<file path="config.mk">
export PLATFORM = sky130hd
export DESIGN_NAME = pipeline_hazard_ctrl
export DESIGN_NICKNAME = d
export VERILOG_FILES = /design/src/rtl/pipeline_hazard_ctrl.sv
export SDC_FILE = /design/constraint.sdc
export NUM_CORES = 1
export LEC_CHECK = 0
export BUFFER_PORTS_ARGS = -buffer_cell sky130_fd_sc_hd__buf_2
export CORE_UTILIZATION = 45
export CTS_CLUSTER_DIAMETER = 200
export DETAILED_ROUTE_END_ITERATION = 8
export GPL_ROUTABILITY_DRIVEN = 0
export PLACE_DENSITY = 0.72
export REMOVE_ABC_BUFFERS = 1
export SYNTH_ARGS = -nofsm -noshare
export SYNTH_HDL_FRONTEND = slang
export SYNTH_SLANG_ARGS = --single-unit
</file>
<file path="constraint.sdc">
create_clock -name clk -period 2.3 [get_ports clk]
set_input_delay 0.46 -clock clk [delete_from_list [all_inputs] [get_ports clk]]
set_output_delay 0.46 -clock clk [all_outputs]
set_load 0.05 [all_outputs]
</file>
<file path="src/rtl/pipeline_hazard_ctrl.sv">
// Hazard controller for the 5-stage RISC-V pipeline.
// Forwarding, load-use stall, branch flush, mul/div wait with watchdog, stats.
module pipeline_hazard_ctrl #(
    parameter int MD_TIMEOUT = 64,
    parameter int CNT_W      = 16
) (
    input  logic             clk,
    input  logic             rst,
    input  logic [4:0]       RS1_D,
    input  logic [4:0]       RS2_D,
    input  logic [4:0]       RS1_E,
    input  logic [4:0]       RS2_E,
    input  logic [4:0]       RD_E,
    input  logic [4:0]       RD_M,
    input  logic [4:0]       RD_W,
    input  logic             MemtoRegE,
    input  logic             RegWriteM,
    input  logic             RegWriteW,
    input  logic             PCSrcE,
    input  logic             MulDivStartE,
    input  logic             MulDivDone,
    output logic             StallF,
    output logic             StallD,
    output logic             StallE,
    output logic             FlushF,
    output logic             FlushBranch,
    output logic             FlushLoad,
    output logic             FlushM,
    output logic [1:0]       ForwardAE,
    output logic [1:0]       ForwardBE,
    output logic             MdTimeout,
    output logic [CNT_W-1:0] StallCount,
    output logic [CNT_W-1:0] FlushCount
);

    localparam int MDW = (MD_TIMEOUT > 2) ? $clog2(MD_TIMEOUT) : 1;

    typedef enum logic {
        RUN,
        MDWAIT
    } state_t;

    state_t         state;
    state_t         stateNext;
    logic [MDW-1:0] mdCnt;
    logic           loadUse;
    logic           mdExpire;

    // Operand forwarding: MEM result is newer than WB, x0 never forwards
    always_comb begin
        ForwardAE = 2'b00;
        ForwardBE = 2'b00;
        if (RegWriteM && RD_M != 5'd0 && RD_M == RS1_E)
            ForwardAE = 2'b10;
        else if (RegWriteW && RD_W != 5'd0 && RD_W == RS1_E)
            ForwardAE = 2'b01;
        if (RegWriteM && RD_M != 5'd0 && RD_M == RS2_E)
            ForwardBE = 2'b10;
        else if (RegWriteW && RD_W != 5'd0 && RD_W == RS2_E)
            ForwardBE = 2'b01;
    end

    assign loadUse = MemtoRegE && RD_E != 5'd0 &&
                     (RD_E == RS1_D || RD_E == RS2_D);
    assign mdExpire = (mdCnt == MDW'(MD_TIMEOUT - 1));

    // Next-state and stall/flush outputs; branch outranks load-use
    always_comb begin
        stateNext   = state;
        StallF      = 1'b0;
        StallD      = 1'b0;
        StallE      = 1'b0;
        FlushF      = 1'b0;
        FlushBranch = 1'b0;
        FlushLoad   = 1'b0;
        FlushM      = 1'b0;
        case (state)
            RUN: begin
                if (PCSrcE) begin
                    FlushF      = 1'b1;
                    FlushBranch = 1'b1;
                end else begin
                    if (loadUse) begin
                        StallF    = 1'b1;
                        StallD    = 1'b1;
                        FlushLoad = 1'b1;
                    end
                    if (MulDivStartE)
                        stateNext = MDWAIT;
                end
            end
            MDWAIT: begin
                if (MulDivDone) begin
                    stateNext = RUN;
                end else begin
                    StallF = 1'b1;
                    StallD = 1'b1;
                    StallE = 1'b1;
                    FlushM = 1'b1;
                    if (mdExpire)
                        stateNext = RUN;
                end
            end
            default: stateNext = RUN;
        endcase
    end

    // State, wait counter, sticky watchdog flag and saturating statistics
    always_ff @(posedge clk) begin
        if (rst) begin
            state      <= RUN;
            mdCnt      <= '0;
            MdTimeout  <= 1'b0;
            StallCount <= '0;
            FlushCount <= '0;
        end else begin
            state <= stateNext;
            if (state == RUN)
                mdCnt <= '0;
            else
                mdCnt <= mdCnt + MDW'(1);
            if (state == MDWAIT && !MulDivDone && mdExpire)
                MdTimeout <= 1'b1;
            if (StallF && StallCount != '1)
                StallCount <= StallCount + CNT_W'(1);
            if (FlushBranch && FlushCount != '1)
                FlushCount <= FlushCount + CNT_W'(1);
        end
    end

endmodule

</file>
==> impl_metrics.ini, run 1 <==
[outcome]
status = finished with violations
violations = setup timing

[synthesis]
synth.cell_area_um2 = 2275
yosysWarnings = 0
syn_inst = 267
yosysSeqAreaShare = 0.3520
synth_cell_types = 41
ys_ff_latch = 40
synth_area_per_cell_um2 = 8.519

[cts]
numCtsBuffers = 5
clk_latency_ns = 0.28
post-cts-setup-buffers = 0
clkTransAtPathRegs_ns = 0.06
clock-sinks = 40
clockBufferDepth = 2
cts_tree = built
ctsHoldBuffers = 0
htreeDepth = 2
clock-root-buffer = clkbuf_8

[global_route]
grt_overflow = 0
grt_max_degree = 29
grt_first_pass_wirelength_um = 8556
antenna_found_initial = 0
grt_pass1_vias = 1988
grt_usage = 0.2039

[layout]
n_antenna_cell = 0
finish.instance_area_um2 = 2905
final_common_cell = buf_2
nets = 404
final_cell_mix = buf_2, dfxtp_1, xor2_1
layout.cells.non_filler = 423
area_growth_pct = 27.72
utilization = 0.6071
drive_gt1_frac = 0.3146

[floorplan]
die_x_um = 73.10
ioPinCount = 87
rows = 25
start_util = 0.4753
core_um2 = 4786
die-area_um2 = 5343
chipHeight_um = 73.10

[setup_path]
path_max_fanout = 3
slowest_delay_ns = 0.57
rrSetupSlack_ns = 0.42
end_kind = primary output
start_kind = input port
worstSetupPathType = input port to primary output
critPathSlowestCell = or4_4
worstPathRequired_ns = 1.84
cp_cell_sequence = buf_2 > or4_1 > o21ai_0 > or4_4 > nor4_4 > buf_6
crit_arrival_ns = 1.87

[sta]
worst_slew_pin_slew_ns = 0.5124
hold_violations = 0
rsz0062_at_grt = yes
setup_viol_count_final = 1
slew-limit-headroom = 0.6584
drv_slew = 0
fmax_ghz = 0.4296
fin_setup_tns_ns = -0.02753
timing.final.crit_share = 1.012
setup_slack_ns = -0.02753
fin_worst_skew_ns = 0.008572
min_period_ns = 2.328
hold_slack_ns = 0.4391

[routing]
avgViaCountPerCell = 5.390
first_iter_violations = 92
drcViolationCount = 0
ant_nets = 0
drtPass1Iterations = 4
vias = 2280
drt-total-wl_um = 5421
routedWlPerCell_um = 12.82

[place]
dp_hpwl_um = 3863
dp_slack_ns = -0.1509
placed_area_um2 = 2799
port_buffers = 86
place_inst = 418

[power_and_ir_drop]
total_power_mw = 1.346
peakVddDrop_mv = 0.3529
leakage_nw = 1.253
p_per_area_nw_per_um2 = 463.1

[flow_run]
maxCapViolations = 0

[worst_hold_path]
min_path_type = input port to flop
## cell usage after synthesis
cell type / count / area [µm²]
nand4_1: 7 / 43.79
o21ai_0: 6 / 30.03
mux2i_1: 1 / 10.01
nor3_1: 2 / 10.01
and3_1: 7 / 43.79
nor2b_1: 1 / 6.260
a41oi_1: 1 / 8.760
a22oi_1: 2 / 15.01
and2_1: 2 / 12.51
o21ba_1: 1 / 10.01
xnor2_1: 11 / 96.34
nand2b_1: 2 / 12.51
nand2_1: 11 / 41.29
o31ai_1: 11 / 82.58
buf_4: 3 / 22.52
a41o_1: 1 / 10.01
and3_4: 1 / 11.26
nor3b_1: 1 / 7.510
a311oi_1: 3 / 26.28
a31oi_1: 2 / 12.51
clkbuf_1: 5 / 18.77
o211ai_2: 1 / 12.51
a211oi_1: 1 / 7.510
ha_1: 3 / 37.54
buf_6: 1 / 11.26
inv_1: 6 / 22.52
nor4_1: 4 / 25.02
nor2_1: 30 / 112.6
inv_4: 1 / 6.260
and4_1: 2 / 17.52
nand3_1: 16 / 80.08
a21oi_1: 17 / 85.08
xor2_1: 36 / 315.3
or4_1: 16 / 120.1
or3_1: 4 / 25.02
nor3_2: 1 / 10.01
buf_2: 4 / 20.02
nand3b_1: 1 / 7.510
and2_0: 1 / 6.260
buf_12: 1 / 20.02
dfxtp_1: 40 / 800.8
## registers in the layout, summed over array words and instances (netlist names)
register and flops:
mdCnt 6, MdTimeout 1, StallCount 16, FlushCount 16, state 1
## critical path, delay by kind of cell
kind	cells	cell delay [ns]
and+or+nand+nor	3	0.98
buffers and inverters	2	0.33
AOI/OAI and AO/OA	1	0.10
## layer usage
metal / part of all wire / up-vias / track usage
met1: 0.45 / 1069 / 0.2436
li1: - / 1138 / -
met2: 0.48 / 67 / 0.3570
met4: 0.0089 / 0 / 0.06100
met3: 0.062 / 6 / 0.05249
met5: 0 / - / 0
## final cells by class
cell class                 instances  area [µm²]
multi-input combinational        206        1381
sequential                        40       800.8
fill                             432        1881
timing repair buffer              98       541.8
clock buffer                       5       68.82
inverter                           7       28.78
tap                               67       83.83
## cells by family (layout without fill, tap and decap cells)
| group | after synthesis | after routing | synth area share |
|---|---|---|---|
| fa+ha+maj | 3 | 3 | 0.01650 |
| mux | 1 | 1 | 0.004401 |
| buf+inv | 21 | 110 | 0.05336 |
| flops | 40 | 40 | 0.3520 |
| xor+xnor | 47 | 47 | 0.1810 |
| compound gates | 46 | 46 | 0.1320 |
| simple gates | 109 | 109 | 0.2607 |
## timing repair
action,CTS,global route
gates cloned,0,0
resized for setup,5,5
setup endpoints to repair,2,4
pin swaps,1,4
## power by group
group          switching (mW)  internal, mW  total [mW]
Clock                   0.213         0.195       0.408
Combinational           0.139        0.0913       0.230
Sequential            0.00797         0.699       0.707
## worst paths after layout
check | start | end | cells after the start
max | RD_W[4] | ForwardBE[0] | 6
min | MulDivStartE | state | 3
max reg2reg | StallCount[2] | StallCount[10] | 6
min reg2reg | mdCnt[0] | mdCnt[0] | 1
Power figures use the tool's default switching activity.
==> run 2: changes to the inputs <==
- SLEW_MARGIN: default -> 20
- clock period: 2.3 -> 2.2 ns (I/O delays scaled with it)
==> impl_metrics.ini, run 2 (same netlist as run 1, synthesis figures left out) <==
[layout]
drive_gt1_frac = 0.3186
utilization = 0.6175
reg_top3 = FlushCount x16, StallCount x16, mdCnt x6
nets = 406
final_cell_mix = buf_2, dfxtp_1, xor2_1
area_growth_pct = 29.92
n_antenna_cell = 0
final_common_cell = buf_2
finish.instance_area_um2 = 2955

[routing]
ant_nets = 0
drtPass1Iterations = 4
routedWlPerCell_um = 12.65
first_iter_violations = 78
drcViolationCount = 0
drt-total-wl_um = 5414
avgViaCountPerCell = 5.250
vias = 2247

[cts]
numCtsBuffers = 5
post-cts-setup-buffers = 0
clock-sinks = 40
clk_latency_ns = 0.29
clockBufferDepth = 2
ctsHoldBuffers = 0
htreeDepth = 2
clock-root-buffer = clkbuf_8
cts_tree = built
clkTransAtPathRegs_ns = 0.07

[floorplan]
die_x_um = 73.10
die-area_um2 = 5343
chipHeight_um = 73.10
core_um2 = 4786
start_util = 0.4753
rows = 25
ioPinCount = 87

[sta]
setup_viol_count_final = 1
fmax_ghz = 0.4515
hold_slack_ns = 0.4087
drv_slew = 0
worst_slew_pin_slew_ns = 0.6729
setup_slack_ns = -0.01483
slew-limit-headroom = 0.5514
min_period_ns = 2.215
rsz0062_at_grt = yes
fin_worst_skew_ns = 0.01203
hold_violations = 0
timing.final.crit_share = 1.007
fin_setup_tns_ns = -0.01483

[setup_path]
path_max_fanout = 3
end_kind = primary output
rrSetupSlack_ns = 0.24
reg2regPathDepth = 7
crit_arrival_ns = 1.77
worstPathRequired_ns = 1.76
worstReg2RegEnd = FlushCount[12]
start_kind = input port
worstSetupPathType = input port to primary output
r2r-start = FlushCount[0]

[place]
port_buffers = 86
dp_hpwl_um = 3926
placed_area_um2 = 2814

[power_and_ir_drop]
leakage_nw = 1.287
peakVddDrop_mv = 0.3179
p_per_area_nw_per_um2 = 530.3

[worst_hold_path]
min_path_type = input port to flop
hold_depth = 3
hp-start = MulDivStartE
min_to = state

[global_route]
grt_first_pass_wirelength_um = 8480
grt_max_degree = 29
grt_overflow = 0
grt_pass1_vias = 1982
antenna_found_initial = 0
grt_usage = 0.2019

[outcome]
status = finished with violations
violations = setup timing

[flow_run]
maxCapViolations = 0
==> run 2: how the worst max path moves through the flow <==
| stage | start | end | slack (ns) | depth (start not counted) |
|---|---|---|---|---|
| floorplan | RD_M[1] | ForwardAE[0] | -1.26 | 4 |
| global placement | RD_M[1] | ForwardBE[0] | -0.20 | 6 |
| detailed placement | RD_M[1] | ForwardBE[0] | -0.26 | 6 |
| CTS | RD_W[4] | ForwardBE[0] | -0.02 | 6 |
| global route | RD_M[1] | ForwardBE[0] | -0.05 | 6 |
| finish | RD_W[4] | ForwardAE[0] | -0.01 | 6 |
==> run 2: critical path, stage by stage <==
cell	delay (ns)
buf_4	0.10
or4_1	0.10
o21ai_1	0.06
or4_1	0.54
nor4_1	0.29
buf_4	0.25
==> run 2: area by class of cell <==
cell class                 count  area [µm²]
sequential                    40       800.8
multi-input combinational    206        1373
clock buffer                   6       72.57
clock inverter                 2       35.03
fill                         436        1831
inverter                       7       28.78
timing repair buffer         100       561.8
tap                           67       83.83
==> run 2: stage by stage <==
stage / power [mW] / cells / worst slack [ns]
6_report: 1.567 / 428 / -0.01483
5_1_grt: 1.633 / 428 / -0.04604
4_1_cts: 1.579 / 428 / -0.02241
3_5_place_dp: 0.9889 / 420 / -0.2635
3_3_place_gp: 0.9855 / 420 / -0.2020
2_1_floorplan: 0.8774 / 253 / -1.257
==> run 2: power by group <==
group	switching (mW)	internal, mW	leakage (nW)
Clock	0.252	0.337	0.0552
Combinational	0.141	0.0986	0.909
Sequential	0.00874	0.731	0.323
Total	0.401	1.17	1.29
==> run 2: what timing repair did <==
item | 4_1_cts | 5_1_grt
resized for setup | 9 | 2
pin swaps | 3 | 2
setup endpoints to repair | 4 | 4
==> run 2: metal layers <==
layer	vias up	part of all wire	track usage
met2	68	0.47	0.3529
met5	-	0	0
met1	1025	0.46	0.2489
li1	1148	-	-
met4	0	0.0098	0.07190
met3	6	0.057	0.03315
==> run 3: changes to the inputs <==
- clock period: 2.2 -> 2.4 ns (I/O delays scaled with it)
==> impl_metrics.ini, run 3 (same netlist as run 1, synthesis figures left out) <==
[setup_path]
end_kind = primary output
start_kind = input port
worstSetupPathType = input port to primary output
crit_arrival_ns = 1.87
worstPathRequired_ns = 1.92
path_max_fanout = 2

[floorplan]
ioPinCount = 87
start_util = 0.4753
die-area_um2 = 5343
die_x_um = 73.10
rows = 25
core_um2 = 4786
chipHeight_um = 73.10

[cts]
cts_tree = built
htreeDepth = 2
clock-root-buffer = clkbuf_8
clkTransAtPathRegs_ns = 0.07
clk_latency_ns = 0.30
post-cts-setup-buffers = 0
ctsHoldBuffers = 0
numCtsBuffers = 5
clock-sinks = 40
clockBufferDepth = 2

[routing]
drcViolationCount = 0
avgViaCountPerCell = 5.330
vias = 2260
first_iter_violations = 47
routedWlPerCell_um = 12.46
ant_nets = 0
drtPass1Iterations = 4
drt-total-wl_um = 5282

[layout]
drive_gt1_frac = 0.3081
final-seq-area_um2 = 800.8
reg_top3 = FlushCount x16, StallCount x16, mdCnt x6
final_common_cell = buf_2
multi_input_area_um2 = 1363
finish.instance_area_um2 = 2925
n_antenna_cell = 0
nets = 402
final_cell_mix = buf_2, dfxtp_1, xor2_1
fillers = 443
area_growth_pct = 28.60

[sta]
slew-limit-headroom = 0.6652
setup_slack_ns = 0.05483
min_period_ns = 2.345
rsz0062_at_grt = no
setup_viol_count_final = 0
drv_slew = 0
fin_worst_skew_ns = 0.01108
hold_violations = 0
worst_slew_pin_slew_ns = 0.5022
fmax_ghz = 0.4264
timing.final.crit_share = 0.9772

[place]
placed_area_um2 = 2784
dp_hpwl_um = 3902
dp_slack_ns = -0.1546
port_buffers = 86

[global_route]
grt_first_pass_wirelength_um = 8756
antenna_found_initial = 0
grt_pass1_vias = 2046
grt_max_degree = 29
grt_usage = 0.2078
grt_overflow = 0

[flow_run]
maxCapViolations = 0

[worst_hold_path]
min_path_type = input port to flop

[power_and_ir_drop]
p_per_area_nw_per_um2 = 509.2
peakVddDrop_mv = 0.2619
leakage_nw = 1.271

[outcome]
status = complete, no violations
-- run 3: critical path: stages --
cell,delay [ns]
buf_2,0.10
or4_1,0.54
o21ai_2,0.16
nor4_1,0.08
nor4_1,0.27
buf_4,0.24
-- run 3: layout make-up --
cell class	instances	area share
clock buffers	7	0.03293
clock inverters	1	0.01027
inverters	7	0.009837
multi-input cells	206	0.4658
flip-flops and latches	40	0.2737
well taps	67	0.02866
repair buffers	96	0.1788
-- run 3: path summary, 6_finish.rpt --
kind / start / endpoint / slack, ns / cells after the start
max reg2reg: StallCount[2] / StallCount[10] / 0.50 / 6
min: MulDivStartE / state / 0.45 / 3
min reg2reg: mdCnt[0] / mdCnt[0] / 0.47 / 1
max: RD_M[1] / ForwardAE[0] / 0.05 / 6
-- run 3: where the power goes --
part / switching, mW / internal [mW]
logic: 0.127 / 0.0837
registers: 0.00769 / 0.670
clock network: 0.235 / 0.367
-- run 3: metrics by stage --
stage	power, mW	instances	hold slack (ns)	setup TNS [ns]	utilization
floorplan	0.8043	253	0.4176	-16.38	-
global placement	0.8993	416	0.4338	-0.1619	0.5817
detailed placement	0.9014	416	0.4712	-0.2380	0.5817
CTS	1.509	424	0.4353	0	0.6105
global route	1.547	424	0.4719	0	0.6112
finish	1.490	424	0.4478	0	0.6112
-- run 3: routing by layer --
metal	part of all wire	GRT usage	routed length, µm
met5	0	0	0
met4	0.013	0.06972	68
met3	0.064	0.05249	337
met2	0.47	0.3488	2472
met1	0.46	0.2585	2404
-- run 3: repair_timing --
action	4_1_cts	5_1_grt
gates resized for setup	4	1
hold endpoints to repair	0	0
setup endpoints to repair	2	2
pin swaps	1	2
